[config.mk]
export PLATFORM = sky130hd
export DESIGN_NAME = key_repeat_ctrl
export DESIGN_NICKNAME = d
export VERILOG_FILES = /design/src/rtl/key_ctrl_pkg.sv /design/src/rtl/key_debounce.sv /design/src/rtl/key_repeat_ctrl.sv
export SDC_FILE = /design/constraint.sdc
export NUM_CORES = 1
export LEC_CHECK = 0
export CAP_MARGIN = 10
export CORE_UTILIZATION = 55
export DETAILED_ROUTE_END_ITERATION = 6
export PLACE_DENSITY = 0.72
export SETUP_SLACK_MARGIN = 0.2
export SYNTH_ARGS = -nofsm -noshare
export SYNTH_HDL_FRONTEND = slang
export SYNTH_SLANG_ARGS = --single-unit
[constraint.sdc]
create_clock -name clk -period 2.35 [get_ports clk]
set_clock_uncertainty 0.1 [all_clocks]
set_input_delay 0.5875 -clock clk [delete_from_list [all_inputs] [get_ports clk]]
set_output_delay 0.5875 -clock clk [all_outputs]
set_load 0.01 [all_outputs]
[src/rtl/key_ctrl_pkg.sv]
// rtl/key_ctrl_pkg.sv - shared FSM state encodings and default parameter constants for key_repeat_ctrl
package key_ctrl_pkg;

   typedef enum logic [1:0] {
      IDLE   = 2'd0,
      DELAY  = 2'd1,
      REPEAT = 2'd2,
      LOCK   = 2'd3
   } state_t;

   localparam int DEF_DEBOUNCE_CYCLES = 50000;
   localparam int DEF_REPEAT_DELAY    = 25000000;
   localparam int DEF_REPEAT_PERIOD   = 5000000;
   localparam int DEF_CNT_W           = 26;

endpackage

[src/rtl/key_debounce.sv]
// rtl/key_debounce.sv - 2-flop synchroniser plus counting debouncer for one active-low raw key
module key_debounce
   import key_ctrl_pkg::*;
#(
   parameter int DEBOUNCE_CYCLES = DEF_DEBOUNCE_CYCLES,
   parameter int CNT_W           = DEF_CNT_W
) (
   input  logic clk,
   input  logic reset,
   input  logic raw,
   output logic level
);

   // Count of consecutive samples that disagree with level; never exceeds DEBOUNCE_CYCLES.
   localparam logic [CNT_W-1:0] CNT_LAST = CNT_W'(DEBOUNCE_CYCLES);

   logic             sync1;
   logic             sync2;
   logic [CNT_W-1:0] cnt;

   // Bring the asynchronous key into the clk domain; released (1) out of reset.
   always_ff @(posedge clk) begin
      if (!reset) begin
         sync1 <= 1'b1;
         sync2 <= 1'b1;
      end else begin
         sync1 <= raw;
         sync2 <= sync1;
      end
   end

   // Accept a new level once DEBOUNCE_CYCLES consecutive differing samples have been counted;
   // any sample matching the current level restarts the count.
   always_ff @(posedge clk) begin
      if (!reset) begin
         level <= 1'b1;
         cnt   <= '0;
      end else if (cnt >= CNT_LAST) begin
         level <= ~level;
         cnt   <= '0;
      end else if (sync2 != level) begin
         cnt   <= cnt + 1'b1;
      end else begin
         cnt   <= '0;
      end
   end

endmodule

[src/rtl/key_repeat_ctrl.sv]
// rtl/key_repeat_ctrl.sv - up/down step pulse generator with debounce, lockout and optional auto-repeat (KEY_REPEAT_CTRL_AUTOREPEAT_EN)
module key_repeat_ctrl
   import key_ctrl_pkg::*;
#(
   parameter int DEBOUNCE_CYCLES = DEF_DEBOUNCE_CYCLES,
   parameter int REPEAT_DELAY    = DEF_REPEAT_DELAY,
   parameter int REPEAT_PERIOD   = DEF_REPEAT_PERIOD,
   parameter int CNT_W           = DEF_CNT_W
) (
   input  logic clk,
   input  logic reset,
   input  logic button_up,
   input  logic button_down,
   output logic enable,
   output logic up_down,
   output logic busy
);

   logic   level_up;
   logic   level_down;
   logic   up_p;
   logic   dn_p;
   logic   held_p;
   logic   other_p;
   logic   held_up;
   state_t state;

   key_debounce #(
      .DEBOUNCE_CYCLES (DEBOUNCE_CYCLES),
      .CNT_W           (CNT_W)
   ) u_deb_up (
      .clk   (clk),
      .reset (reset),
      .raw   (button_up),
      .level (level_up)
   );

   key_debounce #(
      .DEBOUNCE_CYCLES (DEBOUNCE_CYCLES),
      .CNT_W           (CNT_W)
   ) u_deb_down (
      .clk   (clk),
      .reset (reset),
      .raw   (button_down),
      .level (level_down)
   );

   assign up_p    = ~level_up;
   assign dn_p    = ~level_down;
   assign held_p  = held_up ? up_p : dn_p;
   assign other_p = held_up ? dn_p : up_p;

`ifdef KEY_REPEAT_CTRL_AUTOREPEAT_EN
   localparam logic [CNT_W-1:0] DELAY_LAST  = CNT_W'(REPEAT_DELAY - 1);
   localparam logic [CNT_W-1:0] PERIOD_LAST = CNT_W'(REPEAT_PERIOD - 1);

   logic [CNT_W-1:0] rpt_cnt;
`else
   // Repeat timing is unused in this build; the scope below only appears for an illegal setting.
   if (REPEAT_DELAY < 1 || REPEAT_PERIOD < 1) begin : g_bad_repeat_cfg
   end
`endif

   // Step FSM: one pulse per accepted press, repeats while held, lockout when both keys are down.
   // A pending pulse waits a cycle if enable is still high so pulses never touch.
   always_ff @(posedge clk) begin
      if (!reset) begin
         state   <= IDLE;
         held_up <= 1'b0;
         enable  <= 1'b0;
         up_down <= 1'b0;
         busy    <= 1'b0;
`ifdef KEY_REPEAT_CTRL_AUTOREPEAT_EN
         rpt_cnt <= '0;
`endif
      end else begin
         enable  <= 1'b0;
         up_down <= 1'b0;
         busy    <= up_p | dn_p;
         case (state)
            IDLE: begin
               if (up_p && dn_p) begin
                  state <= LOCK;
               end else if ((up_p || dn_p) && !enable) begin
                  enable  <= 1'b1;
                  up_down <= up_p;
                  held_up <= up_p;
                  state   <= DELAY;
`ifdef KEY_REPEAT_CTRL_AUTOREPEAT_EN
                  rpt_cnt <= '0;
`endif
               end
            end
            DELAY: begin
               if (!held_p) begin
                  state <= IDLE;
               end else if (other_p) begin
                  state <= LOCK;
               end
`ifdef KEY_REPEAT_CTRL_AUTOREPEAT_EN
               else if (rpt_cnt >= DELAY_LAST) begin
                  if (!enable) begin
                     enable  <= 1'b1;
                     up_down <= held_up;
                     rpt_cnt <= '0;
                     state   <= REPEAT;
                  end
               end else begin
                  rpt_cnt <= rpt_cnt + 1'b1;
               end
`endif
            end
`ifdef KEY_REPEAT_CTRL_AUTOREPEAT_EN
            REPEAT: begin
               if (!held_p) begin
                  state <= IDLE;
               end else if (other_p) begin
                  state <= LOCK;
               end else if (rpt_cnt >= PERIOD_LAST) begin
                  if (!enable) begin
                     enable  <= 1'b1;
                     up_down <= held_up;
                     rpt_cnt <= '0;
                  end
               end else begin
                  rpt_cnt <= rpt_cnt + 1'b1;
               end
            end
`endif
            LOCK: begin
               if (!up_p && !dn_p) begin
                  state <= IDLE;
               end
            end
            default: begin
               state <= IDLE;
            end
         endcase
      end
   end

endmodule

# Word-level counts from Yosys, hierarchy flattened
# Cells that the tools add are included.
# word_totals
mem_count,0
reg_bits,64
elab_cells,54
out_inout_bits,3
ram_bits,0
latch_bits,0
rom_bits,0
# classes
magnitude_cmp,2
eq_ne,7
n_mul,0
n_shift,0
n_addsub,2
reduce_logical,12
bitwise_logic,9
n_mux,9
div,0
# op_table
op,n
$add A26 B1 Y26 const B,2
$ge A26 B16 Y1 const B,2
$mux W2,5
$reduce_or A3 Y1,3
$not A1 Y1,8
$ne A3 B3 Y1 const B,2
$pmux W2 S3,1
$reduce_and A3 Y1,2
$reduce_or A4 Y1,1
$logic_and A1 B1 Y1,3
$mux W1,3
$eq A2 B1 Y1 const B,1
$eq A2 B2 Y1 const B,1
$logic_not A2 Y1,1
$ne A1 B1 Y1,2
$ne A2 B2 Y1 const B,1
$logic_not A1 Y1,1
$logic_or A1 B1 Y1,1
$or A1 B1 Y1,1

# Logic depth before layout (Yosys ltp)
# logic_depth
word_depth,6
mapped_depth,5

# Modules after synthesis
# From an unflattened synthesis, not the netlist that was laid out.
# hier_totals
hier_cells,262
hier_area_um2,2840.2
# by_module_without_submodules
mod,instances,area_each_um2,cells_per_inst
key_debounce,2,1278.7,117
key_repeat_ctrl,1,282.8,28

# Least setup slack after synthesis
# No wires, ideal clock.
# synth_timing
kind,register to register
start,reg u_deb_up.cnt[4]
end,reg u_deb_up.cnt[13]
path_slack_ps,689
n_path_buf,0
arrival_time_ps,1458
stages_incl_launch_ff,5
setup_ps,104
path_cell_list,dfxtp_1 > nand4_2 > or2_1 > or3_1 > a2111oi_2
# synth_via
elab_chain_len,2
# synth_rtl
item,line,source
start: declaration,key_debounce.sv:19,logic [CNT_W-1:0] cnt;
start signal: assignment,key_debounce.sv:42,cnt <= cnt + 1'b1;
$ge A26 B16 Y1,key_debounce.sv:38,end else if (cnt >= CNT_LAST) begin
$reduce_or A3 Y1 (no line),-,
# Several ways; a longest one is shown, not always the timed one.
# A chain may end at the register's enable or synchronous reset.

# Worst setup path after layout
# layout_timing
start,reg enable
end,out enable
# layout_lines
item,line,source
start: declaration,key_repeat_ctrl.sv:14,"output logic enable,"
start signal: assignment,key_repeat_ctrl.sv:70,enable <= 1'b0;
start signal: assignment,key_repeat_ctrl.sv:77,enable <= 1'b0;
start signal: assignment,key_repeat_ctrl.sv:85,enable <= 1'b1;
# No word-level cell between the ends.

==> out/results.ini <==
[placement]
routabilityCongestion=0.7847
dpl_worst_slack_ns=0.1450
io_buffers=6
hpwl_um=2794

[worst_setup_path]
worstSetupStartpoint=enable$_SDFF_PP0_
cp-end-kind=output pin
cp.buffers_inverters=1
worst-setup-path-type=reg -> out
cp.arrival_ns=1.28
crit_cells=1
path_max_fanout=5
cp-start-kind=flip-flop
crit_slowest_cell=clkdlybuf4s50_1
required_ns=1.66
rrSetupSlack_ns=0.56
worstRegToRegCells=4
crit_path_cell_trace=clkdlybuf4s50_1
crit_family=buffers and inverters
cpPeakStageDelay_ns=0.56
r2r-start=u_deb_up.cnt[4]$_SDFF_PP0_

[hold_path]
hp-start=u_deb_down.sync1$_SDFF_PN1_
hp-class=reg -> reg
whs_path_depth=1

[drt]
ant_nets=0
drcViolationCount=0
wl_um=4243
vias_per_cell=5.355
drt_first_iter_violations=94
vias=1917
drt_pass1_iterations=4
routedWlPerCell_um=11.85

[yosys]
syn_inst=269
yosysTopAreaCellShare=0.5044
synth_seq_area_share=0.5044
synth_cell_types=35
avgSynthCellArea_um2=9.442
synth_top_area_cell=dfxtp_1
synth_warnings=0
synthesis.area_mm2=0.002540
ys_ff_latch=64
synth_top_cells_by_area=dfxtp_1 50%, nor4_1 11%, xnor2_1 8.3%

[layout]
drive_gt1_frac=0.08824
area_delta_synth_final_pct=15.17
nets=311
diodes=0

[timing]
slew_violations=0
slew_headroom=0.6079
rsz0062_at_grt=false
layout_min_cycle_time_ns=1.966
hold_ws_ns=0.3050
worst_slack_ns=0.3837
worst_slew_pin_slew_ns=0.5867
setup_tns_ns=0
hold_viol=0
fmax_mhz=508.6
finalSetupViolCount=0
period_share=0.8367

[grt]
grt_pass1_wl_um=7714
first_global_vias=1768
grt_max_degree=17
antenna_found_initial=0
grt_use_total=0.2006
gr-total-overflow=0

[clock_network]
tritoncts=done
cts_setup_buffers=0
cts.sinks=64
clockBufferDepth=2
root_buffer=clkbuf_8
clock_latency_ns=0.34
cts_buffers=9
htreeDepth=3
cts_hold_buffers=0
clk_pin_slew_worst_paths_ns=0.07
cts_resized=0

[floorplan]
coreArea_mm2=0.004384
die_w_um=69.96
ios=7
die_h_um=69.96
dieArea_mm2=0.004894
row_count=24
initial_core_util=0.5793

[power]
p_leak_uw=0.0009598
total_power_uw=2161
pwr_density_cell_mw_per_mm2=738.9
ir_worst_vdd_v=0.0004791

[run]
maxCapViolations=0

[run_status]
status=complete, no violations

-- area by class of cell --
| cell class | count | area (um^2) |
|---|---|---|
| Fill cell | 371 | 1459 |
| Sequential cell | 64 | 1281 |
| Multi-Input combinational cell | 201 | 1239 |
| Clock buffer | 10 | 127.6 |
| Timing Repair Buffer | 13 | 112.6 |
| Tap cell | 52 | 65.06 |
| Inverter | 14 | 52.55 |
| Clock inverter | 4 | 47.55 |
-- worst paths after layout --
path | endpoint
hold / removal | u_deb_down.sync2$_SDFF_PN1_
setup reg to reg | u_deb_up.cnt[13]$_SDFF_PP0_
setup / recovery | enable
hold reg to reg | u_deb_down.sync2$_SDFF_PN1_
-- worst reg2reg max path, delay by kind of cell (launching register included) --
family	cells	cell delay, ns
and+or+nand+nor	3	0.81
AOI/OAI and AO/OA	1	0.34
DFF	1	0.44
-- sequential cells by signal, indices dropped and copies added, names as in the netlist --
| name | count |
|---|---|
| u_deb_up.cnt | 26 |
| held_up | 1 |
| u_deb_down.sync2 | 1 |
| u_deb_down.level | 1 |
| u_deb_down.sync1 | 1 |
| u_deb_up.sync1 | 1 |
| u_deb_up.sync2 | 1 |
| u_deb_up.level | 1 |
| enable | 1 |
| up_down | 1 |
| state | 2 |
| u_deb_down.cnt | 26 |
| busy | 1 |
-- where the power goes --
part           internal, uW  switching, uW
Combinational          60.7           72.5
Clock                   474            386
Sequential             1130           38.8
-- cell usage after synthesis (all sizes together) --
cell type and n:
a2111oi 1, a211oi 2, a21boi 1, a21oi 4, a31oi 1, and2 1
buf 5, clkbuf 4, conb 1, dfxtp 64, ha 4, inv 14
mux2i 3, nand2 21, nand2b 4, nand3 14, nand4 7, nor2 17
nor2b 3, nor3 11, nor4 45, nor4bb 2, o211ai 1, o21a 1
o21ai 3, o31a 1, o32ai 1, or2 2, or3 2, xnor2 24
xor2 5
-- logic make-up (layout without fill, tap and decap cells) --
group                      count (synthesis)  after routing  synth area share
AOI/OAI and AO/OA                         16             16           0.04581
xor gates and xnor gates                  29             29            0.1000
adders and majority gates                  4              4           0.01971
buffers and inverters                     23             41           0.03596
DFF                                       64             64            0.5044
muxes                                      3              3           0.01182
other                                      1             20          0.001476
and+or+nand+nor                          129            129            0.2808
-- stage by stage --
stage	cell area, um^2	utilization	cells
finish	2925	0.6672	358
global route	2925	0.6672	358
CTS	2925	0.6672	358
detailed placement	2750	0.6273	344
global placement	2750	0.6273	344
floorplan	2611	-	288
-- cell usage in the layout, fill, tap and decap left out, drive strengths merged, types with 4 or more instances in the layout --
master         instances
nor2                  17
clkbuf                10
nand2b                 4
conb                  20
xnor2                 24
dfxtp                 64
nand2                 21
nor4                  45
buf                    7
a21oi                  4
nand3                 14
clkdlybuf4s50          6
xor2                   5
nor3                  11
inv                   14
nand4                  7
ha                     4
-- layer usage --
metal / wire length (um) / up-vias / GRT usage
met2: 1889 / 26 / 0.3098
met3: 127 / 12 / 0.04762
met1: 2102 / 864 / 0.2539
li1: - / 1015 / -
met5: 0 / - / 0
met4: 124 / 0 / 0.1200
No activity file was read; power rests on OpenSTA's default activity.
